--- src/rtl/hazard_ctrl.sv ---
// hazard_ctrl: pipeline control for the 5-stage core.
// Turns stage status (fetch/data hits, load-use in EX, MEM redirect/halt)
// into the freeze/flush controls of every pipeline latch and the PC enable,
// and tracks data-memory wait and halt drain in a small registered FSM.
// Optional feature macro: HAZARD_PERF_EN adds stall/flush event counters.
module hazard_ctrl #(
    parameter int CNT_W      = 32,
    parameter int HALT_DRAIN = 2
) (
    input  logic       CLK,
    input  logic       RST,
    input  logic       ihit,
    input  logic       dhit,
    input  logic [4:0] id_rs,
    input  logic [4:0] id_rt,
    input  logic       ex_dREN,
    input  logic [4:0] ex_rd,
    input  logic       mem_dREN,
    input  logic       mem_dWEN,
    input  logic       br_taken,
    input  logic       halt_mem,
    output logic       pc_en,
    output logic       fd_freeze,
    output logic       fd_flush,
    output logic       dex_freeze,
    output logic       dex_flush,
    output logic       xm_freeze,
    output logic       xm_flush,
    output logic       mw_freeze,
    output logic       halted
`ifdef HAZARD_PERF_EN
    ,
    output logic [CNT_W-1:0] stall_cnt,
    output logic [CNT_W-1:0] flush_cnt
`endif
);

    typedef enum logic [1:0] {
        ST_RUN   = 2'd0,
        ST_DWAIT = 2'd1,
        ST_DRAIN = 2'd2,
        ST_HALT  = 2'd3
    } state_t;

    // Drain counter load value: HALT_DRAIN-1 leaves exactly HALT_DRAIN DRAIN cycles.
    localparam logic [3:0] DRAIN_INIT = 4'(HALT_DRAIN - 1);

    state_t     state_r;
    logic [3:0] drain_cnt_r;

    logic memwait_s;
    logic loaduse_s;
    logic run_like_s;

    // Hazard detection terms shared by the FSM and the output decode.
    always_comb begin
        memwait_s  = (mem_dREN | mem_dWEN) & ~dhit;
        loaduse_s  = ex_dREN & (ex_rd != 5'd0) & ((ex_rd == id_rs) | (ex_rd == id_rt));
        run_like_s = (state_r == ST_RUN) | (state_r == ST_DWAIT);
    end

    // Control FSM: memory wait tracking, halt capture and drain countdown.
    always_ff @(posedge CLK) begin
        if (RST) begin
            state_r     <= ST_RUN;
            drain_cnt_r <= 4'd0;
        end else begin
            case (state_r)
                ST_RUN, ST_DWAIT: begin
                    if (memwait_s) begin
                        state_r <= ST_DWAIT;
                    end else if (halt_mem) begin
                        state_r     <= ST_DRAIN;
                        drain_cnt_r <= DRAIN_INIT;
                    end else begin
                        state_r <= ST_RUN;
                    end
                end
                ST_DRAIN: begin
                    if (drain_cnt_r == 4'd0) begin
                        state_r <= ST_HALT;
                    end else begin
                        drain_cnt_r <= drain_cnt_r - 4'd1;
                    end
                end
                ST_HALT: begin
                    state_r <= ST_HALT;
                end
                default: begin
                    state_r     <= ST_RUN;
                    drain_cnt_r <= 4'd0;
                end
            endcase
        end
    end

    // Latch control decode; memwait outranks halt, halt outranks branch redirect.
    always_comb begin
        pc_en      = 1'b0;
        fd_freeze  = 1'b0;
        fd_flush   = 1'b0;
        dex_freeze = 1'b0;
        dex_flush  = 1'b0;
        xm_freeze  = 1'b0;
        xm_flush   = 1'b0;
        mw_freeze  = 1'b0;
        halted     = 1'b0;
        if (RST) begin
            fd_flush  = 1'b1;
            dex_flush = 1'b1;
            xm_flush  = 1'b1;
        end else begin
            case (state_r)
                ST_RUN, ST_DWAIT: begin
                    if (memwait_s) begin
                        fd_freeze  = 1'b1;
                        dex_freeze = 1'b1;
                        xm_freeze  = 1'b1;
                        mw_freeze  = 1'b1;
                    end else if (halt_mem || br_taken) begin
                        pc_en     = br_taken & ~halt_mem;
                        fd_flush  = 1'b1;
                        dex_flush = 1'b1;
                        xm_flush  = 1'b1;
                    end else if (loaduse_s) begin
                        fd_freeze = 1'b1;
                        dex_flush = 1'b1;
                    end else if (!ihit) begin
                        fd_flush = 1'b1;
                    end else begin
                        pc_en = 1'b1;
                    end
                end
                ST_DRAIN: begin
                    fd_flush  = 1'b1;
                    dex_flush = 1'b1;
                    xm_flush  = 1'b1;
                end
                ST_HALT: begin
                    halted     = 1'b1;
                    fd_freeze  = 1'b1;
                    dex_freeze = 1'b1;
                    xm_freeze  = 1'b1;
                    mw_freeze  = 1'b1;
                end
                default: begin
                    fd_flush  = 1'b1;
                    dex_flush = 1'b1;
                    xm_flush  = 1'b1;
                end
            endcase
        end
    end

`ifdef HAZARD_PERF_EN
    logic stall_ev_s;
    logic flush_ev_s;

    // Performance events: front-end stall cycles and taken redirects.
    always_comb begin
        stall_ev_s = ~RST & run_like_s & ~pc_en;
        flush_ev_s = ~RST & run_like_s & ~memwait_s & ~halt_mem & br_taken;
    end

    // Saturating event counters.
    always_ff @(posedge CLK) begin
        if (RST) begin
            stall_cnt <= {CNT_W{1'b0}};
            flush_cnt <= {CNT_W{1'b0}};
        end else begin
            if (stall_ev_s && (stall_cnt != {CNT_W{1'b1}})) begin
                stall_cnt <= stall_cnt + {{(CNT_W-1){1'b0}}, 1'b1};
            end else begin
                stall_cnt <= stall_cnt;
            end
            if (flush_ev_s && (flush_cnt != {CNT_W{1'b1}})) begin
                flush_cnt <= flush_cnt + {{(CNT_W-1){1'b0}}, 1'b1};
            end else begin
                flush_cnt <= flush_cnt;
            end
        end
    end
`endif

endmodule

--- config.mk ---
export PLATFORM = sky130hd
export DESIGN_NAME = hazard_ctrl
export DESIGN_NICKNAME = d
export VERILOG_FILES = /design/src/rtl/hazard_ctrl.sv
export SDC_FILE = /design/constraint.sdc
export NUM_CORES = 1
export LEC_CHECK = 0
export BUFFER_PORTS_ARGS = -buffer_cell sky130_fd_sc_hd__buf_2
export CAP_MARGIN = 10
export CORE_MARGIN = 4
export CORE_UTILIZATION = 36
export CTS_CLUSTER_DIAMETER = 60
export CTS_CLUSTER_SIZE = 25
export DETAILED_ROUTE_END_ITERATION = 8
export MAX_ROUTING_LAYER = met4
export PLACE_DENSITY = 0.83
export SLEW_MARGIN = 20
export SYNTH_ARGS = -nofsm -noshare
export SYNTH_HDL_FRONTEND = slang
export SYNTH_SLANG_ARGS = --single-unit
--- constraint.sdc ---
create_clock -name CLK -period 1.2 [get_ports CLK]
set_clock_uncertainty 0.05 [all_clocks]
set_input_delay 0.06 -clock CLK [delete_from_list [all_inputs] [get_ports CLK]]
set_output_delay 0.06 -clock CLK [all_outputs]
set_load 0.05 [all_outputs]
==> results.sh <==
export IMPL_crit_reg2reg_launch="state_r[0]"
export IMPL_final_layout_size_suffix_gt1_share_pct=64.1
export IMPL_clk_latency_ns=0.24
export IMPL_clockRootBuffer="clkbuf_4"
export IMPL_placementRows=13
export IMPL_yosys_top_cells_area="dfxtp_1, xnor2_1, nor2_1"
export IMPL_grt_overflow_total=0
export IMPL_worstMarginPinSlew_ns=0.311
export IMPL_r2r_cells=5
export IMPL_cp_common_cell="buf_6"
export IMPL_rsz0062_at_grt="yes"
export IMPL_routed_wl_mm=1.73
export IMPL_tns_ns=-2.10
export IMPL_ios=33
export IMPL_slew_viol_final=0
export IMPL_synth_common_cells="xnor2_1, nor2_1, dfxtp_1"
export IMPL_dr_pass1_iters=4
export IMPL_synth_seq_cells=6
export IMPL_min_period_ns=1.52
export IMPL_drcViolationCount=0
export IMPL_yosysSeqAreaShare_pct=22.9
export IMPL_yosysWarningCount=0
export IMPL_coreArea_mm2=0.00133
export IMPL_min_path_cells=3
export IMPL_antenna_found_initial=0
export IMPL_synthCells=65
export IMPL_setup_viol=10
export IMPL_fin_crit_sh_pct=127
export IMPL_die_x_um=46.2
export IMPL_clockBufferDepth=2
export IMPL_grt_pass1_vias=662
export IMPL_worstReg2RegEnd="drain_cnt_r[1]"
export IMPL_grt_first_pass_wirelength_mm=2.72
export IMPL_antenna_cells=0
export IMPL_status="finished, violations left"
export IMPL_cts_tree="built"
export IMPL_num_vias=638
export IMPL_syn_avg_cell_area_um2=8.08
export IMPL_synth_top_cell_area_share_pct=22.9
export IMPL_max_vdd_ir_drop_uv=464
export IMPL_fillCellCount=94
export IMPL_comb_power_share_pct=52.5
export IMPL_synth_edf_count=0
export IMPL_max_stage_delay_ns=0.34
export IMPL_drt_iter0_markers=12
export IMPL_cts_made_buffers=3
export IMPL_ant_nets=0
export IMPL_syn_nets=90
export IMPL_netlist_area_um2=526
export IMPL_max_slew_margin_pct=79.2
export IMPL_crit_required_ns=1.09
export IMPL_ys_flop_type="dfxtp_1"
export IMPL_fp_dieH_um=46.2
export IMPL_critPathSlowestCell="dfxtp_2"
export IMPL_nets=144
export IMPL_power_density_mw_per_mm2=831
export IMPL_violations="setup timing"
export IMPL_synth_most_common_cell="xnor2_1"
export IMPL_critPathKind="register to output port"
export IMPL_maxCapViolations=0
export IMPL_rrSetupSlack_ns=-0.06
export IMPL_p_seq_share_pct=26.0
export IMPL_final_hold_viol_count=0
export IMPL_cts_hold_buf=0
export IMPL_area_growth_pct=97.4
export IMPL_synth_async_reset_ratio_pct=0
export IMPL_die_area_mm2=0.00213
export IMPL_detailed_place_area_um2=878
export IMPL_path_cells="o311ai_4 > buf_6 > nor2_4 > a21o_4 > buf_6"
export IMPL_port_buffers=32
export IMPL_grt_max_degree=7
export IMPL_startpoint_type="register"
export IMPL_fin_ws_ns=-0.324
export IMPL_finish_instance_area_mm2=0.00104
export IMPL_viasPerCell=4.83
export IMPL_hpwl_mm=1.37
export IMPL_clk_pin_slew_ns=0.04
export IMPL_min_from="RST"
export IMPL_endpoint_kind="output port"
export IMPL_cts_sinks=6
export IMPL_clock_fmax_ghz=0.656
export IMPL_cts_htree_levels=1
export IMPL_crit_family="compound AO/OA/AOI/OAI gates"
export IMPL_multi_input_area_um2=480
export IMPL_min_to="state_r[1]"
export IMPL_swShare_pct=36.9
export IMPL_power_leakage_uw=0.000450
export IMPL_regArea_um2=121
export IMPL_cp_data_arrival_time_ns=1.41
export IMPL_grt_total_usage_pct=18.5
export IMPL_crit_path_max_fanout=4
export IMPL_netlist_cell_type_count=27
export IMPL_p_clk_share_pct=21.5
export IMPL_hp_class="input port to register"
export IMPL_crit_buf_inv=2
export IMPL_place_congestion=0.794
export IMPL_wl_per_cell_um=13.1
export IMPL_p_switching_uw=318
export IMPL_initial_core_util_pct=39.4
export IMPL_yosys_area_top_type="dfxtp_1"
export IMPL_p_int_uw=544
-- per-layer routing --
layer	share of wire, %	vias up	track usage, %
li1	-	329	-
met1	37	280	18.6
met2	56	27	34.6
met3	6.9	2	2.73
met4	0.29	0	7.95
met5	0	-	-
-- power by group through the flow --
stage                     Clock, uW  Combinational (uW)  Sequential (uW)
after floorplan                   0                 234              225
after global placement            0                 367              226
after detailed placement          0                 379              226
after CTS                       198                 437              223
after global routing            210                 482              225
final                           186                 453              224
-- layout make-up --
class	count	share of cell area [%]
sequential	6	11.7
inverter	5	1.81
tap	15	1.81
multi-input combinational	52	46.3
timing repair buffer	51	36.2
clock buffer	3	2.17
-- through the flow --
| stage | hold slack (ns) | setup WS, ns | total power (uW) | utilization [%] | cells |
|---|---|---|---|---|---|
| 2_1_floorplan | 0.0791 | -0.418 | 459 | - | 65 |
| 3_3_place_gp | 0.319 | -0.279 | 593 | 65.9 | 128 |
| 3_5_place_dp | 0.334 | -0.322 | 605 | 65.9 | 128 |
| 4_1_cts | 0.0633 | -0.378 | 858 | 76.2 | 132 |
| 5_1_grt | 0.0778 | -0.361 | 917 | 77.8 | 132 |
| 6_report | 0.0729 | -0.324 | 862 | 77.8 | 132 |
-- state kept, by name, summed over array words and instances (netlist names) --
| signal | count |
|---|---|
| drain_cnt_r | 4 |
| state_r | 2 |
-- worst reg2reg max path, stage by stage, from the launching register on --
cell and delay, ns:
dfxtp_1 0.32, nand2b_2 0.15, buf_6 0.13, a21oi_4 0.04, or3_1 0.38, a21oi_2 0.13
-- kinds of logic (layout without fill, tap and decap cells) --
group,after synthesis,after routing,share of synthesized area [%]
simple gates,24,24,24.1
compound gates,15,15,24.3
xor+xnor,12,12,20.0
buf+inv,7,59,6.43
flops,6,6,22.9
fa+ha+maj,1,1,2.38
-- worst max-delay path by stage --
stage	slack [ns]	depth (start not counted)	to	from
global placement	-0.28	6	fd_freeze	ex_rd[1]
global route	-0.36	5	fd_freeze	state_r[1]
floorplan	-0.42	3	fd_flush	state_r[1]
detailed placement	-0.32	6	fd_freeze	ex_rd[1]
CTS	-0.38	5	fd_freeze	state_r[1]
finish	-0.32	5	fd_freeze	state_r[1]
-- cell usage in the layout, fill, tap and decap left out, drive strengths merged, types with 2 or more instances in the layout --
cell type	netlist	final
nor3b	2	2
inv	5	5
nand2	2	2
buf	2	51
nand3	2	2
nand2b	2	2
a21oi	5	5
a211oi	2	2
or3	2	2
clkbuf	0	3
nor2	7	7
xnor2	12	12
nor3	4	4
dfxtp	6	6
-- what timing repair did --
item / in CTS / in global routing
buffers inserted: 1 / 0
endpoints found under the setup margin: 13 / 13
resized for setup: 27 / 6
pin swaps: 4 / 2
Note: power is estimated with default switching activity, not from simulation.
